File: src/rtl/divisor_signo_if.sv
// Start/done bus between the signed divider and whoever drives it.
interface divisor_signo_if #(
   parameter int unsigned N_DVD = 16,
   parameter int unsigned N_DVS = 8
);
   logic             inicio;
   logic [N_DVD-1:0] dividendo;
   logic [N_DVS-1:0] divisor;
   logic [N_DVD-1:0] cociente;
   logic [N_DVS-1:0] residuo;
   logic             ocupado;
   logic             listo;
   logic             div_cero;
   logic             desborde;

   modport master (
      output inicio, dividendo, divisor,
      input  cociente, residuo, ocupado, listo, div_cero, desborde
   );

   modport slave (
      input  inicio, dividendo, divisor,
      output cociente, residuo, ocupado, listo, div_cero, desborde
   );
endinterface

File: src/rtl/divisor_signo.sv
// Sequential signed divider: restoring shift-subtract on magnitudes, one quotient bit
// per clock, sign correction in a final step. Truncates toward zero; the remainder
// carries the sign of the dividend.
module divisor_signo #(
   parameter int unsigned N_DVD = 16,
   parameter int unsigned N_DVS = 8
) (
   input logic             CLK100MHZ,
   input logic             reset,
   divisor_signo_if.slave  bus
);
   localparam int unsigned CW = $clog2(N_DVD);

   typedef enum logic [1:0] {StIdle, StIter, StFix, StZero} state_e;

   state_e           state_q, state_d;
   logic [N_DVS:0]   rem_q, rem_d;      // partial remainder, one guard bit
   logic [N_DVD-1:0] dvd_q, dvd_d;      // dividend magnitude, becomes the quotient
   logic [N_DVS-1:0] dvs_q, dvs_d;      // divisor magnitude
   logic             sd_q, sd_d;        // dividend sign
   logic             sv_q, sv_d;        // divisor sign
   logic             ovf_q, ovf_d;      // operands were MIN / -1
   logic [CW-1:0]    cnt_q, cnt_d;
   logic [N_DVD-1:0] coc_q, coc_d;
   logic [N_DVS-1:0] res_q, res_d;
   logic             ocu_q, ocu_d;
   logic             listo_q, listo_d;
   logic             dz_q, dz_d;
   logic             des_q, des_d;
   logic [N_DVS:0]   rem_sh;

   // Next-state and datapath: capture, iterate, fix signs, publish results.
   always_comb begin
      state_d = state_q;
      rem_d   = rem_q;
      dvd_d   = dvd_q;
      dvs_d   = dvs_q;
      sd_d    = sd_q;
      sv_d    = sv_q;
      ovf_d   = ovf_q;
      cnt_d   = cnt_q;
      coc_d   = coc_q;
      res_d   = res_q;
      ocu_d   = ocu_q;
      listo_d = 1'b0;
      dz_d    = dz_q;
      des_d   = des_q;
      // The remainder never exceeds N_DVS bits before the shift, so dropping its MSB is safe.
      rem_sh  = (N_DVS + 1)'({rem_q, dvd_q[N_DVD-1]});

      unique case (state_q)
         StIdle: begin
            if (bus.inicio) begin
               sd_d  = bus.dividendo[N_DVD-1];
               sv_d  = bus.divisor[N_DVS-1];
               dvd_d = bus.dividendo[N_DVD-1] ? -bus.dividendo : bus.dividendo;
               dvs_d = bus.divisor[N_DVS-1] ? -bus.divisor : bus.divisor;
               ovf_d = (bus.dividendo == {1'b1, {(N_DVD-1){1'b0}}}) && (bus.divisor == '1);
               rem_d = '0;
               cnt_d = CW'(N_DVD - 1);
               ocu_d = 1'b1;
               state_d = (bus.divisor == '0) ? StZero : StIter;
            end
         end
         StIter: begin
            if (rem_sh >= {1'b0, dvs_q}) begin
               rem_d = rem_sh - {1'b0, dvs_q};
               dvd_d = {dvd_q[N_DVD-2:0], 1'b1};
            end else begin
               rem_d = rem_sh;
               dvd_d = {dvd_q[N_DVD-2:0], 1'b0};
            end
            cnt_d = cnt_q - 1'b1;
            if (cnt_q == '0) state_d = StFix;
         end
         StFix: begin
            // MIN / -1 yields magnitude 2^(N_DVD-1), which reads back as MIN unchanged.
            coc_d   = (sd_q ^ sv_q) ? -dvd_q : dvd_q;
            res_d   = sd_q ? -rem_q[N_DVS-1:0] : rem_q[N_DVS-1:0];
            des_d   = ovf_q;
            dz_d    = 1'b0;
            listo_d = 1'b1;
            ocu_d   = 1'b0;
            state_d = StIdle;
         end
         StZero: begin
            coc_d   = '0;
            res_d   = '0;
            dz_d    = 1'b1;
            des_d   = 1'b0;
            listo_d = 1'b1;
            ocu_d   = 1'b0;
            state_d = StIdle;
         end
         default: state_d = StIdle;
      endcase
   end

   // State and result registers; reset aborts any division in flight.
   always_ff @(posedge CLK100MHZ or negedge reset) begin
      if (!reset) begin
         state_q <= StIdle;
         rem_q   <= '0;
         dvd_q   <= '0;
         dvs_q   <= '0;
         sd_q    <= 1'b0;
         sv_q    <= 1'b0;
         ovf_q   <= 1'b0;
         cnt_q   <= '0;
         coc_q   <= '0;
         res_q   <= '0;
         ocu_q   <= 1'b0;
         listo_q <= 1'b0;
         dz_q    <= 1'b0;
         des_q   <= 1'b0;
      end else begin
         state_q <= state_d;
         rem_q   <= rem_d;
         dvd_q   <= dvd_d;
         dvs_q   <= dvs_d;
         sd_q    <= sd_d;
         sv_q    <= sv_d;
         ovf_q   <= ovf_d;
         cnt_q   <= cnt_d;
         coc_q   <= coc_d;
         res_q   <= res_d;
         ocu_q   <= ocu_d;
         listo_q <= listo_d;
         dz_q    <= dz_d;
         des_q   <= des_d;
      end
   end

   assign bus.cociente = coc_q;
   assign bus.residuo  = res_q;
   assign bus.ocupado  = ocu_q;
   assign bus.listo    = listo_q;
   assign bus.div_cero = dz_q;
   assign bus.desborde = des_q;
endmodule

File: src/flat_wrapper.sv
// flat-port wrapper written by rule: the top's interface ports become plain ports
module divisor_signo_flat 
#(
   parameter int unsigned N_DVD = 16,
   parameter int unsigned N_DVS = 8
)
  (CLK100MHZ, reset, bus_inicio, bus_dividendo, bus_divisor, bus_cociente, bus_residuo, bus_ocupado, bus_listo, bus_div_cero, bus_desborde);
  divisor_signo_if #(.N_DVD(N_DVD), .N_DVS(N_DVS)) bus_i ();
  input logic CLK100MHZ;
  input logic reset;
  input wire logic [$bits(bus_i.inicio)-1:0] bus_inicio;
  input wire logic [$bits(bus_i.dividendo)-1:0] bus_dividendo;
  input wire logic [$bits(bus_i.divisor)-1:0] bus_divisor;
  output wire logic [$bits(bus_i.cociente)-1:0] bus_cociente;
  output wire logic [$bits(bus_i.residuo)-1:0] bus_residuo;
  output wire logic [$bits(bus_i.ocupado)-1:0] bus_ocupado;
  output wire logic [$bits(bus_i.listo)-1:0] bus_listo;
  output wire logic [$bits(bus_i.div_cero)-1:0] bus_div_cero;
  output wire logic [$bits(bus_i.desborde)-1:0] bus_desborde;
  assign bus_i.inicio = bus_inicio;
  assign bus_i.dividendo = bus_dividendo;
  assign bus_i.divisor = bus_divisor;
  assign bus_cociente = bus_i.cociente;
  assign bus_residuo = bus_i.residuo;
  assign bus_ocupado = bus_i.ocupado;
  assign bus_listo = bus_i.listo;
  assign bus_div_cero = bus_i.div_cero;
  assign bus_desborde = bus_i.desborde;
  divisor_signo #(.N_DVD(N_DVD), .N_DVS(N_DVS)) u_core (.CLK100MHZ(CLK100MHZ), .reset(reset), .bus(bus_i));
endmodule
File: config.mk
export PLATFORM = sky130hd
export DESIGN_NAME = divisor_signo_flat
export DESIGN_NICKNAME = d
export VERILOG_FILES = /design/src/rtl/divisor_signo_if.sv /design/src/rtl/divisor_signo.sv /design/src/flat_wrapper.sv
export SDC_FILE = /design/constraint.sdc
export NUM_CORES = 1
export LEC_CHECK = 0
export CAP_MARGIN = 20
export CELL_PAD_IN_SITES_DETAIL_PLACEMENT = 2
export CELL_PAD_IN_SITES_GLOBAL_PLACEMENT = 2
export CORE_MARGIN = 5
export CORE_UTILIZATION = 31
export CTS_CLUSTER_DIAMETER = 150
export DETAILED_ROUTE_END_ITERATION = 16
export PLACE_DENSITY = 0.74
export SYNTH_ARGS = -nofsm -noshare
export SYNTH_HDL_FRONTEND = slang
export SYNTH_SLANG_ARGS = --single-unit
export TNS_END_PERCENT = 5
File: constraint.sdc
create_clock -name CLK100MHZ -period 1.95 [get_ports CLK100MHZ]
set_input_delay 0.195 -clock CLK100MHZ [delete_from_list [all_inputs] [get_ports CLK100MHZ]]
set_output_delay 0.195 -clock CLK100MHZ [all_outputs]
set_load 0.02 [all_outputs]
==> results_dict.tcl, run 1 <==
set metrics [dict create \
    core_area_mm2 0.01267 \
    dp_cells 692 \
    finalCritPeriodShare_pct 98.16 \
    postCtsSetupBuffers 0 \
    ys_ff_latch 69 \
    rows 41 \
    grt_pass1_vias 4221 \
    drt_wl_total_um 14060 \
    finalHoldViolations 0 \
    cp_max_fo 3 \
    r2r_setup_slack_ns 0.04 \
    synthesis.area_mm2 0.004029 \
    powerDensity_mw_per_mm2 1853 \
    tightestPinTransition_ns 0.6972 \
    avgViaCountPerCell 5.279 \
    crit_required_ns 2.16 \
    tritoncts "yes" \
    drv_cap 0 \
    grt_pass1_wl_um 22620 \
    clkLatencyLatePin_ns 0.33 \
    reg2reg_from "u_core.dvd_q[15]$_DFFE_PN0P_" \
    async_reset_ff_share_pct 100.0 \
    antenna_found_initial 0 \
    fin_cells 709 \
    drtAntennaViolNets 0 \
    antennaDiodeCount 0 \
    hp-class "in2async" \
    fin_nets 574 \
    syn-instance-count 433 \
    cts_num_sinks 69 \
    htreeDepth 3 \
    design_power_total_w 0.01031 \
    rsz0062_at_grt "true" \
    crit_chain "inv_2, ha_4, inv_1, fa_2, a211oi_2, o21bai_1, a21oi_2, xor2_1, o211ai_1" \
    synth_top_cell_by_area "dfrtp_1" \
    syn_area_per_cell_um2 9.305 \
    cpPeakStageDelay_ns 0.39 \
    endpoint_kind "register" \
    layout_common_cells "68 x dfrtp_1, 53 x clkdlybuf4s50_1, 53 x buf_4, 41 x nand2_1, 31 x o21ai_0" \
    slowest_stage "dfrtp_1" \
    max-vdd-ir-drop_uv 541.3 \
    slew_violations 0 \
    initialDrtViolationCount 187 \
    critPathLaunchType "register" \
    ys_types 46 \
    ioPinCount 55 \
    final_common_cell "dfrtp_1" \
    initial_core_util_pct 31.80 \
    drive_gt1_share_pct 18.06 \
    vias 3743 \
    seq_area_frac_synth_pct 42.86 \
    status "finished clean" \
    cts_buffers 9 \
    port_buffers 54 \
    r2r_cells 9 \
    synth_top_area_share_pct 42.86 \
    areaGrowthSynthToFinish_pct 38.11 \
    dr.pass1.iters 4 \
    drc 0 \
    arrival_ns 2.12 \
    path_clk_slew_ns 0.06 \
    overflow 0 \
    reg2reg_to "u_core.rem_q[6]$_DFFE_PN0P_" \
    die_w_um 124 \
    place_congestion 0.8173 \
    wl_per_cell_um 19.82 \
    root_buffer "clkbuf_16" \
    crit_buf_inv 2 \
    setup_slack_ns 0.03594 \
    maxSlewHeadroom_pct 53.47 \
    dp_slack_ns -0.3030 \
    final.setup_skew_ns 0.005532 \
    timing_worst_setup_path_type "reg2reg" \
    synthFlopType "dfrtp_1" \
    synth_edf_count 0 \
    path_depth 9 \
    timing.final.crit_period_ns 1.914 \
    ys_warn_count 0 \
    critical_path.top_delay_family "compound AO/OA/AOI/OAI gates" \
    fillers 1364 \
    grt_use_total_pct 19.14 \
    hpwl_um 10750 \
    clock.fmax_ghz 0.5225 \
    grt_max_degree 39 \
    setup_tns_ns 0 \
    die_y_um 124 \
    synth_nets 475 \
    setup_viol 0 \
    synth_top_cells_by_area "dfrtp_1 43%, xor2_1 5.2%, ha_1 4.3%" \
    p_leak_nw 2.354 \
    dieArea_mm2 0.01538 \
    clock_path_buffers 2 \
]
what timing repair did:
item,in CTS,in global routing
pin swaps,4,6
hold endpoints to repair,19,0
setup endpoints to repair,11,11
hold buffers,1,0
resized for setup,10,15
where the power goes:
group	internal (W)	switching (W)
clock	0.00109	0.000629
combinational	0.00270	0.00316
sequential	0.00209	0.000646
cell type report:
type | instances | area [um^2] | area share [%]
multi-input combinational | 318 | 2245 | 40.34
sequential | 69 | 1728 | 31.05
clock buffer | 12 | 266.5 | 4.790
inverter | 24 | 90.09 | 1.619
clock inverter | 4 | 45.04 | 0.8095
timing repair buffer | 110 | 974.7 | 17.52
tap | 172 | 215.2 | 3.868
stage by stage:
stage	hold WS [ns]	utilization, %	cell area, um^2
2_1_floorplan	-0.1006	-	4054
3_3_place_gp	0.1788	40.61	5146
3_5_place_dp	0.1927	40.61	5146
4_1_cts	0.3765	43.42	5502
5_1_grt	0.4133	43.91	5564
6_report	0.3629	43.91	5564
registers in the layout (all words and copies together) (netlist names), 2 cells and up:
| signal | flops |
|---|---|
| u_core.bus.cociente | 16 |
| u_core.dvd_q | 16 |
| u_core.bus.residuo | 8 |
| u_core.dvs_q | 8 |
| u_core.rem_q | 8 |
| u_core.cnt_q | 4 |
| u_core.state_q | 2 |
synthesized netlist by cell type (all sizes together) (3+ instances only):
cell     count
o21ai       33
o31ai       10
o211ai       7
nor3        11
a21o         5
inv         22
or3          3
nand2       41
nor3b        3
mux2i       13
ha          14
clkbuf      20
a41oi        4
nor2        30
a31oi        3
nand2b       5
nand3       13
xnor2       17
or4          3
xor2        24
and3         4
a21oi       16
nor2b        4
nor4         6
a22oi       13
dfrtp       69
o2bb2ai     18
how the worst max path moves through the flow:
stage               slack, ns                         start                           to
floorplan                0.04  u_core.dvd_q[15]$_DFFE_PN0P_  u_core.rem_q[6]$_DFFE_PN0P_
CTS                    -0.005   u_core.rem_q[1]$_DFFE_PN0P_  u_core.rem_q[7]$_DFFE_PN0P_
finish                   0.04  u_core.dvd_q[15]$_DFFE_PN0P_  u_core.rem_q[6]$_DFFE_PN0P_
global placement        -0.27              bus_dividendo[8]     u_core.ovf_q$_DFFE_PN0P_
global route            -0.08  u_core.dvd_q[15]$_DFFE_PN0P_  u_core.rem_q[6]$_DFFE_PN0P_
detailed placement      -0.30              bus_dividendo[8]     u_core.ovf_q$_DFFE_PN0P_
kinds of logic after synthesis:
| kind of cell | Yosys count | share of synthesized area, % |
|---|---|---|
| flops | 69 | 42.86 |
| fa+ha+maj | 15 | 4.845 |
| mux | 15 | 3.789 |
| compound gates | 121 | 20.47 |
| xor+xnor | 41 | 8.913 |
| buf+inv | 46 | 4.317 |
| simple gates | 126 | 14.81 |
layer usage:
layer | vias to the layer above | global-route usage [%] | share of wire (%)
met5 | - | 0 | 0
met4 | 0 | 6.502 | 1.6
met3 | 17 | 2.770 | 3.9
met2 | 61 | 32.65 | 50
met1 | 1905 | 24.85 | 44
li1 | 1760 | - | -
No activity file was read; power rests on OpenSTA's default activity.
==> run 2, diff against run 1 <==
--- a/config.mk
+++ b/config.mk
@@ -5,14 +5,15 @@
 export SDC_FILE = /design/constraint.sdc
 export NUM_CORES = 1
 export LEC_CHECK = 0
+export ABC_AREA = 1
 export CAP_MARGIN = 20
 export CELL_PAD_IN_SITES_DETAIL_PLACEMENT = 2
 export CELL_PAD_IN_SITES_GLOBAL_PLACEMENT = 2
 export CORE_MARGIN = 5
-export CORE_UTILIZATION = 31
+export CORE_UTILIZATION = 29
 export CTS_CLUSTER_DIAMETER = 150
 export DETAILED_ROUTE_END_ITERATION = 16
-export PLACE_DENSITY = 0.74
+export PLACE_DENSITY = 0.75
 export SYNTH_ARGS = -nofsm -noshare
 export SYNTH_HDL_FRONTEND = slang
 export SYNTH_SLANG_ARGS = --single-unit
==> run 2 against run 1 <==
Against the previous run: utilization fell by 6.6 points; maximum frequency grew 4.4%; synthesized cell count increased by 37%; first-iteration DRC count down 28%; clock-buffer cell count fell by 1; critical endpoint unchanged; largest power group unchanged; highest routed layer unchanged.
==> results_dict.tcl, run 2 <==
set metrics [dict create \
    status "finished clean" \
    synthesis.area_mm2 0.004367 \
    crit_required_ns 2.23 \
    ys_ff_latch 69 \
    syn-instance-count 592 \
    timing.hold.ws_ns 0.4073 \
    initial_core_util_pct 29.82 \
    postCtsSetupBuffers 0 \
    max-vdd-ir-drop_uv 536.3 \
    critical_path.top_delay_family "simple AND/OR/NAND/NOR gates" \
    finalCritPeriodShare_pct 93.99 \
    rows 44 \
    grt_pass1_wl_um 25360 \
    slowest_stage "dfrtp_1" \
    crit_path_frequent_cell "nand2_1" \
    crit_chain "inv_1, ha_1, inv_1, fa_2, nand3_1, nand2_1, nand2_1, nand2_1, nand2_1, nand2_1, nand2_1, nand3_1, nand2_1" \
    antenna_found_initial 0 \
    clock.fmax_ghz 0.5456 \
    slew_violations 0 \
    tightestPinTransition_ns 0.5612 \
    vias 4254 \
    cts_buffers 9 \
    crit_buf_inv 2 \
    grt_use_total_pct 17.81 \
    setup_viol 0 \
    hpwl_um 11800 \
    final.setup_skew_ns 0.007720 \
    timing_worst_setup_path_type "reg2reg" \
    timing.final.crit_period_ns 1.833 \
    place_congestion 0.8583 \
    path_clk_slew_ns 0.06 \
    critPathLaunchType "register" \
    powerDensity_mw_per_mm2 1850 \
    core_area_mm2 0.01464 \
    drive_gt1_share_pct 9.105 \
    finalHoldViolations 0 \
    overflow 0 \
    grt_pass1_vias 4776 \
    seq_area_frac_synth_pct 39.54 \
    drc 0 \
    setup_tns_ns 0 \
    layout_common_cells "176 x nand2_1, 69 x dfrtp_1, 65 x inv_1, 57 x nand3_1, 53 x clkdlybuf4s50_1" \
    drt_wl_total_um 15060 \
    port_buffers 54 \
    final_common_cell "nand2_1" \
    root_buffer "clkbuf_16" \
    synth_top_area_share_pct 39.54 \
    drtAntennaViolNets 0 \
    reg2reg_from "u_core.dvd_q[15]$_DFFE_PN0P_" \
    r2r_cells 13 \
    tritoncts "yes" \
    drv_cap 0 \
    r2r_setup_slack_ns 0.12 \
    antennaDiodeCount 0 \
    post-synth-top-count-cell "nand2_1" \
    dp_slack_ns -0.06390 \
    avgViaCountPerCell 5.046 \
    setup_slack_ns 0.1173 \
    fin_nets 697 \
    synthFlopType "dfrtp_1" \
    endpoint_kind "register" \
    wl_per_cell_um 17.86 \
    htreeDepth 3 \
    ys_types 43 \
    maxSlewHeadroom_pct 62.54 \
    synth_top_cell_by_area "dfrtp_1" \
    synth_edf_count 0 \
    clock_path_buffers 2 \
    cpPeakStageDelay_ns 0.39 \
    syn_area_per_cell_um2 7.376 \
    ys_warn_count 0 \
    p_leak_nw 2.603 \
    dieArea_mm2 0.01761 \
    die_y_um 132.7 \
    ioPinCount 55 \
    clkLatencyLatePin_ns 0.34 \
    areaGrowthSynthToFinish_pct 25.21 \
    die_w_um 132.7 \
    dr.pass1.iters 4 \
    arrival_ns 2.11 \
    initialDrtViolationCount 134 \
    cts_num_sinks 69 \
    async_reset_ff_share_pct 100.0 \
    synth_top_cells_by_area "dfrtp_1 40%, nand2_1 15%, nand3_1 6.5%" \
    grt_max_degree 70 \
    hp-class "in2async" \
    synthTopCellsByCount "176 x nand2_1, 69 x dfrtp_1, 65 x inv_1" \
    reg2reg_to "u_core.rem_q[6]$_DFFE_PN0P_" \
    synth_nets 634 \
    cp_max_fo 4 \
]
-- run 2: changes by cell type in the layout (fill, tap and decap cells not counted), moves of 6 or more --
cell,change
nand2_2,+6
inv_1,+46
buf_4,-39
mux2i_1,-12
nand3_1,+45
nand4_1,+6
nand2_1,+135
xor2_1,-8
xnor2_1,-15
nor2_1,+9
nor4_1,-6
o31ai_1,-6
o21ai_1,+18
o2bb2ai_1,-18
-- run 2: layout make-up --
cell class	count	area, um^2
tap	184	230.2
inverter	71	269.0
timing repair buffer	70	670.6
sequential	69	1727
clock buffer	11	242.7
fill	1716	9176
clock inverter	4	25.02
multi-input combinational	434	2303
-- run 2: power by group --
part           internal (W)  switching [W]
registers           0.00206       0.000601
clock network      0.000884       0.000639
logic               0.00220        0.00373
total               0.00514        0.00497
-- run 2: worst max path at each step --
| stage | start | endpoint | slack (ns) | cells past startpoint |
|---|---|---|---|---|
| floorplan | u_core.dvd_q[15]$_DFFE_PN0P_ | u_core.rem_q[6]$_DFFE_PN0P_ | 0.29 | 12 |
| global placement | bus_dividendo[0] | u_core.dvd_q[8]$_DFFE_PN0P_ | 0.11 | 8 |
| detailed placement | bus_dividendo[0] | u_core.dvd_q[8]$_DFFE_PN0P_ | -0.06 | 8 |
| CTS | u_core.dvd_q[15]$_DFFE_PN0P_ | u_core.rem_q[4]$_DFFE_PN0P_ | 0.06 | 10 |
| global route | u_core.dvd_q[15]$_DFFE_PN0P_ | u_core.rem_q[6]$_DFFE_PN0P_ | -0.01 | 13 |
| finish | u_core.dvd_q[15]$_DFFE_PN0P_ | u_core.rem_q[6]$_DFFE_PN0P_ | 0.12 | 13 |
-- run 2: stage by stage --
step	instances	total power (W)	util, %	area [um^2]
6_report	843	0.01011	37.34	5468
5_1_grt	843	0.01110	37.34	5468
4_1_cts	843	0.01017	37.13	5438
3_5_place_dp	827	0.008548	35.24	5160
3_3_place_gp	827	0.008228	35.24	5160
2_1_floorplan	592	0.006486	-	4367
-- run 2: worst reg2reg max path, delay by kind of cell (launching register included) --
family	cells	cell delay, ns
fa+ha+maj	2	0.52
flops	1	0.39
buf+inv	2	0.18
simple gates	9	0.67
-- run 2: cell families (layout without fill, tap and decap cells) --
logic type               count (synthesis)  count (layout)  synth area share (%)
AND/OR/NAND/NOR                        306             306                 30.97
AO/OA/AOI/OAI                           93              93                 12.58
buffers and inverters                   89             156                 8.395
flip-flops                              69              69                 39.54
XOR/XNOR                                19              19                 3.811
adder cells (fa/ha/maj)                 15              15                 4.470
multiplexers                             1               1                0.2292
-- run 2: per-layer routing --
layer,vias up,routed length (um),global-route usage [%]
met5,-,0,0
met1,2116,7349,23.94
met3,11,346,2.658
met2,61,7153,29.55
li1,2066,-,-
met4,0,210,5.658
-- run 2: repair_timing --
item	in CTS	in global routing
gates resized for setup	0	8
hold buffers	1	0
setup endpoints to repair	0	9
endpoints found under the hold margin	69	0
==> run 3, diff against run 2 <==
--- a/config.mk
+++ b/config.mk
@@ -9,11 +9,11 @@
 export CAP_MARGIN = 20
 export CELL_PAD_IN_SITES_DETAIL_PLACEMENT = 2
 export CELL_PAD_IN_SITES_GLOBAL_PLACEMENT = 2
-export CORE_MARGIN = 5
 export CORE_UTILIZATION = 29
 export CTS_CLUSTER_DIAMETER = 150
 export DETAILED_ROUTE_END_ITERATION = 16
 export PLACE_DENSITY = 0.75
+export REMOVE_ABC_BUFFERS = 1
 export SYNTH_ARGS = -nofsm -noshare
 export SYNTH_HDL_FRONTEND = slang
 export SYNTH_SLANG_ARGS = --single-unit
==> run 3 against run 2 <==
Against the previous run: via count down 0.92%; die area down 12%; wire length fell by 2.3%; highest routed layer unchanged; flip-flop and latch count is the same; first-iteration DRC count decreased by 1.5%; maximum frequency hardly changed; global-route usage up 2.2 points; register-to-register slack hardly changed.
==> results_dict.tcl, run 3 (synthesis results as in run 2) <==
set metrics [dict create \
    status "finished clean" \
    final.setup_skew_ns 0.005295 \
    cts_buffers 9 \
    crit_buf_inv 0 \
    cp_max_fo 8 \
    maxSlewHeadroom_pct 60.46 \
    timing_worst_setup_path_type "reg2reg" \
    drtAntennaViolNets 0 \
    slowest_stage "dfrtp_1" \
    vias 4215 \
    grt_pass1_wl_um 24640 \
    critPathLaunchType "register" \
    powerDensity_mw_per_mm2 1884 \
    slew_violations 0 \
    grt_pass1_vias 4775 \
    htreeDepth 3 \
    wl_per_cell_um 17.40 \
    antenna_found_initial 0 \
    dr.pass1.iters 4 \
    p_leak_nw 2.642 \
    path_clk_slew_ns 0.06 \
    setup_slack_ns 0.1187 \
    overflow 0 \
    arrival_ns 2.11 \
    root_buffer "clkbuf_16" \
    final_common_cell "nand2_1" \
    dieArea_mm2 0.01555 \
    ioPinCount 55 \
    drt_wl_total_um 14710 \
    drc 0 \
    port_buffers 54 \
    crit_chain "ha_1, nand2_2, nor2_2, nand2_1, nand3_2, nand3_2, nand3_1, nand3_1, nand2_1" \
    die_y_um 124.7 \
    timing.final.crit_period_ns 1.831 \
    grt_use_total_pct 20.05 \
    tightestPinTransition_ns 0.5924 \
    setup_viol 0 \
    endpoint_kind "register" \
    dp_cells 828 \
    rows 44 \
    initial_core_util_pct 29.93 \
    fillers 1657 \
    antennaDiodeCount 0 \
    finalCritPeriodShare_pct 93.92 \
    drive_gt1_share_pct 9.834 \
    clkLatencyLatePin_ns 0.34 \
    tritoncts "yes" \
    cpPeakStageDelay_ns 0.40 \
    areaGrowthSynthToFinish_pct 27.08 \
    place_congestion 0.8236 \
    die_w_um 124.7 \
    hp-class "in2async" \
    drv_cap 0 \
    dp_slack_ns 0.09150 \
    clock_path_buffers 2 \
    hpwl_um 11200 \
    max-vdd-ir-drop_uv 663.8 \
    core_area_mm2 0.01459 \
    grt_max_degree 42 \
    fin_cells 845 \
    critical_path.top_delay_family "simple AND/OR/NAND/NOR gates" \
    avgViaCountPerCell 4.988 \
    cts_num_sinks 69 \
    layout_common_cells "176 x nand2_1, 69 x dfrtp_1, 63 x inv_1, 56 x nand3_1, 53 x clkdlybuf4s50_1" \
    fin_nets 699 \
    initialDrtViolationCount 132 \
    finalHoldViolations 0 \
    crit_required_ns 2.23 \
    clock.fmax_ghz 0.5460 \
    design_power_total_w 0.01045 \
]
[run 3: cell count changes in the layout (fill, tap and decap cells not counted), moves of 2 or more]
cell / delta
buf_4: +2
clkbuf_8: +2
inv_2: +2
nand3_2: +2
bufinv_16: +2
inv_1: -2
clkinv_2: -2
[run 3: final timing paths]
path,from,end,slack [ns],depth (start not counted)
setup / recovery,u_core.rem_q[3]$_DFFE_PN0P_,u_core.rem_q[1]$_DFFE_PN0P_,0.12,9
min in group CLK100MHZ,u_core.state_q[1]$_DFFE_PN0P_,u_core.bus.listo$_DFF_PN0_,0.48,0
hold reg to reg,u_core.state_q[1]$_DFFE_PN0P_,u_core.bus.listo$_DFF_PN0_,0.48,0
setup reg to reg,u_core.rem_q[3]$_DFFE_PN0P_,u_core.rem_q[1]$_DFFE_PN0P_,0.12,9
max in group asynchronous,reset,u_core.dvs_q[4]$_DFFE_PN0P_,0.94,3
hold / removal,reset,u_core.bus.cociente[9]$_DFFE_PN0N_,0.38,2
[run 3: layout make-up]
class / count / area [um^2] / share of cell area, %
inverters: 71 / 269.0 / 4.848
well taps: 184 / 230.2 / 4.149
clock inverters: 3 / 67.56 / 1.218
multi-input cells: 434 / 2303 / 41.51
flip-flops and latches: 69 / 1727 / 31.12
repair buffers: 72 / 685.7 / 12.36
clock buffers: 12 / 266.5 / 4.803
[run 3: layer usage]
metal / GRT usage [%] / wire [um] / up-vias
met5: 0 / 0 / -
li1: - / - / 2054
met2: 34.45 / 7209 / 58
met3: 2.277 / 289 / 15
met4: 6.662 / 222 / 0
met1: 26.02 / 6985 / 2088
[run 3: per-stage QoR]
stage	cell area [um^2]	setup TNS, ns	util, %	hold slack (ns)
after floorplan	4269	-5.622	-	-0.1006
after global placement	5167	0	35.42	0.2030
after detailed placement	5167	0	35.42	0.2166
after CTS	5512	0	37.78	0.3934
after global routing	5549	-0.005102	38.04	0.4356
final	5549	0	38.04	0.3825
[run 3: worst register-to-register path, stage by stage, from the launching register on]
cell and delay [ns]:
dfrtp_1 0.40, ha_1 0.37, nand2_2 0.11, nor2_2 0.15
nand2_1 0.13, nand3_2 0.10, nand3_2 0.18, nand3_1 0.15
nand3_1 0.10, nand2_1 0.08
[run 3: repair_timing]
item,CTS,global route
setup buffers,0,1
hold buffers,1,0
endpoints found under the setup margin,0,8
hold endpoints to repair,20,0
gates resized for setup,0,9
[run 3: power by group]
part           leakage (nW)  internal (W)  switching (W)
Clock                 0.161       0.00122       0.000623
Combinational          1.62       0.00221        0.00375
Sequential            0.866       0.00206       0.000591
